### config.mk
export PLATFORM = sky130hd
export DESIGN_NAME = seven_seg_scanner
export DESIGN_NICKNAME = d
export VERILOG_FILES = /design/src/rtl/seven_seg_scanner.sv
export SDC_FILE = /design/constraint.sdc
export NUM_CORES = 1
export LEC_CHECK = 0
export BUFFER_PORTS_ARGS = -buffer_cell sky130_fd_sc_hd__clkbuf_2
export CAP_MARGIN = 0
export CORE_MARGIN = 1.5
export CORE_UTILIZATION = 32
export CTS_CLUSTER_DIAMETER = 120
export DETAILED_ROUTE_END_ITERATION = 10
export PLACE_DENSITY = 0.47
export SLEW_MARGIN = 20
export SYNTH_ARGS = -nofsm -noshare
export SYNTH_HDL_FRONTEND = slang
export SYNTH_SLANG_ARGS = --single-unit
### constraint.sdc
create_clock -name clk -period 2.8 [get_ports clk]
set_input_delay 0.56 -clock clk [delete_from_list [all_inputs] [get_ports clk]]
set_output_delay 0.56 -clock clk [all_outputs]
set_load 0.05 [all_outputs]
### src/rtl/seven_seg_scanner.sv
// Multiplexed seven-segment scanner.
// Walks N_DIGITS common-anode digits, one slot of CLK_DIV clocks per digit,
// with a one-cycle blanking guard at the start of each slot and a free-running
// PWM counter that dims the selected anode. New data is double-buffered:
// a load lands in a shadow register and is promoted to the active register
// only at the frame wrap, so a frame is never drawn from two different values.
// Optional feature macro: SEVSEG_LZ_BLANK_EN (leading-zero blanking).
module seven_seg_scanner #(
  parameter int N_DIGITS = 8,
  parameter int CLK_DIV  = 100000,
  parameter int PWM_BITS = 4
) (
  input  logic                    clk,
  input  logic                    reset,
  input  logic [4*N_DIGITS-1:0]   data_in,
  input  logic [N_DIGITS-1:0]     dp_in,
  input  logic                    load,
  input  logic [PWM_BITS-1:0]     brightness,
  output logic [6:0]              segments,
  output logic                    dp_n,
  output logic [7:0]              anodes,
  output logic                    frame_done
);

  localparam int              PW        = (CLK_DIV > 1) ? $clog2(CLK_DIV) : 1;
  localparam logic [PW-1:0]   PRESC_MAX = PW'(CLK_DIV - 1);
  localparam logic [2:0]      IDX_MAX   = 3'(N_DIGITS - 1);

  // Scan timing state
  logic [PW-1:0]           presc_q, presc_d;
  logic [2:0]              idx_q, idx_d;
  logic [PWM_BITS-1:0]     pwm_q, pwm_d;

  // Double-buffered display data
  logic [4*N_DIGITS-1:0]   shadow_data_q, shadow_data_d;
  logic [N_DIGITS-1:0]     shadow_dp_q, shadow_dp_d;
  logic [4*N_DIGITS-1:0]   act_data_q, act_data_d;
  logic [N_DIGITS-1:0]     act_dp_q, act_dp_d;
  logic                    pend_q, pend_d;

  // Registered outputs
  logic [6:0]              seg_q, seg_d;
  logic                    dp_n_q, dp_n_d;
  logic [7:0]              an_q, an_d;
  logic                    frame_done_q, frame_done_d;

  logic                    tick;
  logic                    wrap_tick;
  logic [31:0]             act_ext;
  logic [7:0]              dp_ext;
  logic [3:0]              cur_nib;
  logic                    cur_dp;
  logic                    blank;

  // Standard hex glyphs, {a,b,c,d,e,f,g}, a 0 lights the segment.
  function automatic logic [6:0] hex_to_seg(input logic [3:0] nib);
    logic [6:0] s;
    case (nib)
      4'h0:    s = 7'b0000001;
      4'h1:    s = 7'b1001111;
      4'h2:    s = 7'b0010010;
      4'h3:    s = 7'b0000110;
      4'h4:    s = 7'b1001100;
      4'h5:    s = 7'b0100100;
      4'h6:    s = 7'b0100000;
      4'h7:    s = 7'b0001111;
      4'h8:    s = 7'b0000000;
      4'h9:    s = 7'b0000100;
      4'hA:    s = 7'b0001000;
      4'hB:    s = 7'b1100000;
      4'hC:    s = 7'b0110001;
      4'hD:    s = 7'b1000010;
      4'hE:    s = 7'b0110000;
      default: s = 7'b0111000;
    endcase
    return s;
  endfunction

  // Prescaler, digit index and PWM counter; the wrapping tick closes a frame.
  always_comb begin
    tick      = (presc_q == PRESC_MAX);
    wrap_tick = tick && (idx_q == IDX_MAX);
    presc_d   = tick ? '0 : presc_q + PW'(1);
    idx_d     = idx_q;
    if (tick) begin
      idx_d = (idx_q == IDX_MAX) ? 3'd0 : idx_q + 3'd1;
    end
    pwm_d     = pwm_q + PWM_BITS'(1);
  end

  // Load into shadow, promote to active only at the frame wrap; a load landing
  // on the wrap itself skips the shadow so it shows in the very next frame.
  always_comb begin
    shadow_data_d = shadow_data_q;
    shadow_dp_d   = shadow_dp_q;
    act_data_d    = act_data_q;
    act_dp_d      = act_dp_q;
    pend_d        = pend_q;
    if (load) begin
      if (wrap_tick) begin
        act_data_d = data_in;
        act_dp_d   = dp_in;
        pend_d     = 1'b0;
      end else begin
        shadow_data_d = data_in;
        shadow_dp_d   = dp_in;
        pend_d        = 1'b1;
      end
    end else if (wrap_tick && pend_q) begin
      act_data_d = shadow_data_q;
      act_dp_d   = shadow_dp_q;
      pend_d     = 1'b0;
    end
  end

  // Pad the active data to eight digits so the index select never runs off the end.
  always_comb begin
    act_ext                   = '0;
    act_ext[4*N_DIGITS-1:0]   = act_data_q;
    dp_ext                    = '0;
    dp_ext[N_DIGITS-1:0]      = act_dp_q;
    cur_nib                   = act_ext[{idx_q, 2'b00} +: 4];
    cur_dp                    = dp_ext[idx_q];
  end

`ifdef SEVSEG_LZ_BLANK_EN
  // lz[k]: digits k..7 are all zero with no decimal point (padding counts as zero).
  logic [8:0] lz;
  always_comb begin
    lz = '1;
    for (int k = 7; k >= 1; k--) begin
      lz[k] = (act_ext[4*k +: 4] == 4'h0) && !dp_ext[k] && lz[k+1];
    end
  end
  assign blank = (idx_q != 3'd0) && lz[idx_q];
`else
  assign blank = 1'b0;
`endif

  // Next output values: segments always show the decoded digit, anodes do the gating.
  always_comb begin
    seg_d        = hex_to_seg(cur_nib);
    dp_n_d       = ~cur_dp;
    an_d         = 8'hFF;
    if ((presc_q != '0) && (pwm_q <= brightness) && !blank) begin
      an_d[idx_q] = 1'b0;
    end
    frame_done_d = wrap_tick;
  end

  // All state and output registers, synchronous active-high reset.
  always_ff @(posedge clk) begin
    if (reset) begin
      presc_q       <= '0;
      idx_q         <= '0;
      pwm_q         <= '0;
      shadow_data_q <= '0;
      shadow_dp_q   <= '0;
      act_data_q    <= '0;
      act_dp_q      <= '0;
      pend_q        <= 1'b0;
      seg_q         <= 7'h7F;
      dp_n_q        <= 1'b1;
      an_q          <= 8'hFF;
      frame_done_q  <= 1'b0;
    end else begin
      presc_q       <= presc_d;
      idx_q         <= idx_d;
      pwm_q         <= pwm_d;
      shadow_data_q <= shadow_data_d;
      shadow_dp_q   <= shadow_dp_d;
      act_data_q    <= act_data_d;
      act_dp_q      <= act_dp_d;
      pend_q        <= pend_d;
      seg_q         <= seg_d;
      dp_n_q        <= dp_n_d;
      an_q          <= an_d;
      frame_done_q  <= frame_done_d;
    end
  end

  assign segments   = seg_q;
  assign dp_n       = dp_n_q;
  assign anodes     = an_q;
  assign frame_done = frame_done_q;

endmodule

==> impl_metrics.yaml <==
outcome:
  outcome: "completed"
sta:
  slew-limit-headroom_pct: 49.9
  finalCritPeriodShare_pct: 93.1
  finalSetupViolCount: 0
  tns_ns: 0
  fmax_ghz: 0.384
  worst_pin_slew_ns: 0.748
  hold_viol_final: 0
  report.final.slew_viol_count: 0
  clock_skew_ns: 0.00847
  rsz0062_at_grt: "no"
  post-route-min-period_ns: 2.61
yosys:
  synthTopCellsByCount: "nand2_1 (167), dfxtp_1 (122), a21oi_1 (81)"
  synth_fp_nets: 707
  ys_async_sr_fraction_pct: 0
  ys_ff_latch: 122
  synth_largest_area_cell: "dfxtp_1"
  synth.most_common_cell: "nand2_1"
  netlist_area_sq_um: 5530
  synthCells: 645
  yosys_warnings: 0
  ys_top_cells_by_area: "dfxtp_1 (44%), nand2_1 (11%), mux2_2 (9.6%)"
  synth_cell_type_count: 45
  synth_edf_count: 0
  synth_ff_type: "dfxtp_1"
  ys_seq_area_share_pct: 44.2
  avgSynthCellArea_sq_um: 8.57
  yosysTopAreaCellShare_pct: 44.2
floorplanning:
  rows: 47
  core-area_sq_um: 16800
  dieArea_sq_um: 18100
  initial_core_util_pct: 33.0
  die_h_um: 134
  die_width_um: 134
  io_pins: 64
worst_setup_path:
  crit_slowest_cell: "mux4_2"
  critical_path.max_fanout: 8
  worstSetupPathType: "flip-flop to flip-flop"
  end_kind: "flip-flop"
  crit_buf_inv: 1
  cp_top_family: "multiplexers"
  arrival_ns: 2.88
  required_ns: 3.08
  worstSetupStartpointType: "flip-flop"
  path_cells: "mux4_2, mux2_2, ha_1, inv_1, a21oi_1, a2111oi_0, a31oi_1"
  crit_path_max_incr_delay_ns: 0.55
clock_network:
  hold_buffers: 0
  cts_root_buf: "clkbuf_16"
  h-tree-depth: 4
  clock_latency_ns: 0.42
  clk_pin_slew_worst_paths_ns: 0.06
  clkSinkCount: 122
  cts_buffers: 17
  postCtsSetupBuffers: 0
  cts_max_path_buffers: 2
  cts_tree: "built"
  postCtsResizedCells: 0
placed_design:
  gp_congestion: 0.798
  io_buffers: 63
  hpwl_um: 9460
routing:
  vias: 4508
  drc: 0
  ant_nets: 0
  wl_per_cell_um: 14.3
  drt_iter0_drc: 189
  vias_per_cell: 4.83
  dr.pass1.iters: 4
  drt_wl_total_um: 13300
final_layout:
  antenna_cells: 0
  syn2layout_area_growth_pct: 21.3
  drive_gt1_share_pct: 26.3
  nNetsFinal: 763
worst_hold_path:
  min_path_type: "input pin to flip-flop"
power:
  p_leak_nw: 2.57
  fin_total_pwr_w: 0.00455
  power_density_nw_per_um2: 679
  vdd_ir_drop_max_mv: 0.378
global_routing:
  overflow: 0
  grt_max_degree: 60
  grt_pass1_vias: 4396
  grt_pass1_wl_um: 22100
  grt_use_total_pct: 15.8
  antenna_found_initial: 0
run:
  drv_cap: 0
report_power, final:
part	leakage (nW)	total (W)	internal [W]	switching, W
Clock	0.317	0.00246	0.00167	0.000795
Combinational	1.26	0.000282	0.000118	0.000164
Sequential	0.995	0.00181	0.00178	0.0000235
through the flow:
stage          cell area, sq um  util [%]  std cells  hold WS, ns  worst slack [ns]
4_1_cts                    6710      40.0        934        0.353             0.252
5_1_grt                    6710      40.0        934        0.372            0.0867
6_report                   6710      40.0        934        0.369             0.194
3_5_place_dp               6040      36.0        902        0.443             0.264
2_1_floorplan              5530         -        645        0.428             0.525
3_3_place_gp               6040      36.0        902        0.435             0.316
cell type report:
class                   count  area, sq um
well taps                 220          275
fillers                  1671        10100
clock buffers              21          480
multi-input cells         468         2830
inverters                  13         48.8
clock inverters            11          190
flip-flops and latches    122         2440
repair buffers             79          438
sequential cells by signal (all words and copies together) (netlist names), 3 cells and up:
| register | flops |
|---|---|
| anodes | 8 |
| act_data_q | 32 |
| pwm_q | 4 |
| shadow_data_q | 32 |
| segments | 7 |
| idx_q | 3 |
| presc_q | 17 |
| act_dp_q | 8 |
| shadow_dp_q | 8 |
logic make-up after synthesis:
logic type | synth area share [%]
AOI/OAI and AO/OA | 12.2
xor gates and xnor gates | 2.69
adders and majority gates | 3.39
buffers and inverters | 4.80
DFF | 44.2
muxes | 12.3
and+or+nand+nor | 20.5
path summary, 6_finish.rpt:
path / start / to / slack, ns / cells past startpoint
hold reg to reg: act_data_q[22] / act_data_q[22] / 0.45 / 2
hold / removal: data_in[1] / shadow_data_q[1] / 0.37 / 3
setup / recovery: idx_q[0] / segments[3] / 0.19 / 7
setup reg to reg: idx_q[0] / segments[3] / 0.19 / 7
routing by layer:
layer	part of all wire (%)	track usage, %	up-vias
li1	-	-	2290
met1	47	20.1	2123
met2	47	25.1	77
met3	3.5	3.74	18
met4	2.4	7.77	0
met5	0	0	-
cells in the final DEF, fill, tap and decap left out, drive strengths merged, types with 2 or more instances in the layout:
cell	Yosys	layout
clkbuf	20	83
nand3	12	12
nor3	7	7
dfxtp	122	122
o21a	3	3
nand2	177	177
inv	13	13
xnor2	8	8
a221oi	3	3
buf	22	17
ha	15	15
nand4	11	11
mux4	4	4
clkinv	0	2
and2	3	3
mux2	47	47
nor2b	3	3
xor2	9	9
clkinvlp	0	4
a211o	2	2
and3	3	3
a21oi	91	91
o21ai	10	10
mux2i	6	6
a31oi	3	3
a22oi	2	2
nor4	7	7
or3	2	2
bufinv	0	5
nor2	32	32
worst reg2reg max path, cell delays in order, from the launching register on:
cell,delay [ns]
dfxtp_1,0.53
mux4_2,0.55
mux2_2,0.34
ha_1,0.27
inv_1,0.12
a21oi_1,0.05
a2111oi_0,0.53
a31oi_1,0.09
Power figures use the tool's default switching activity.
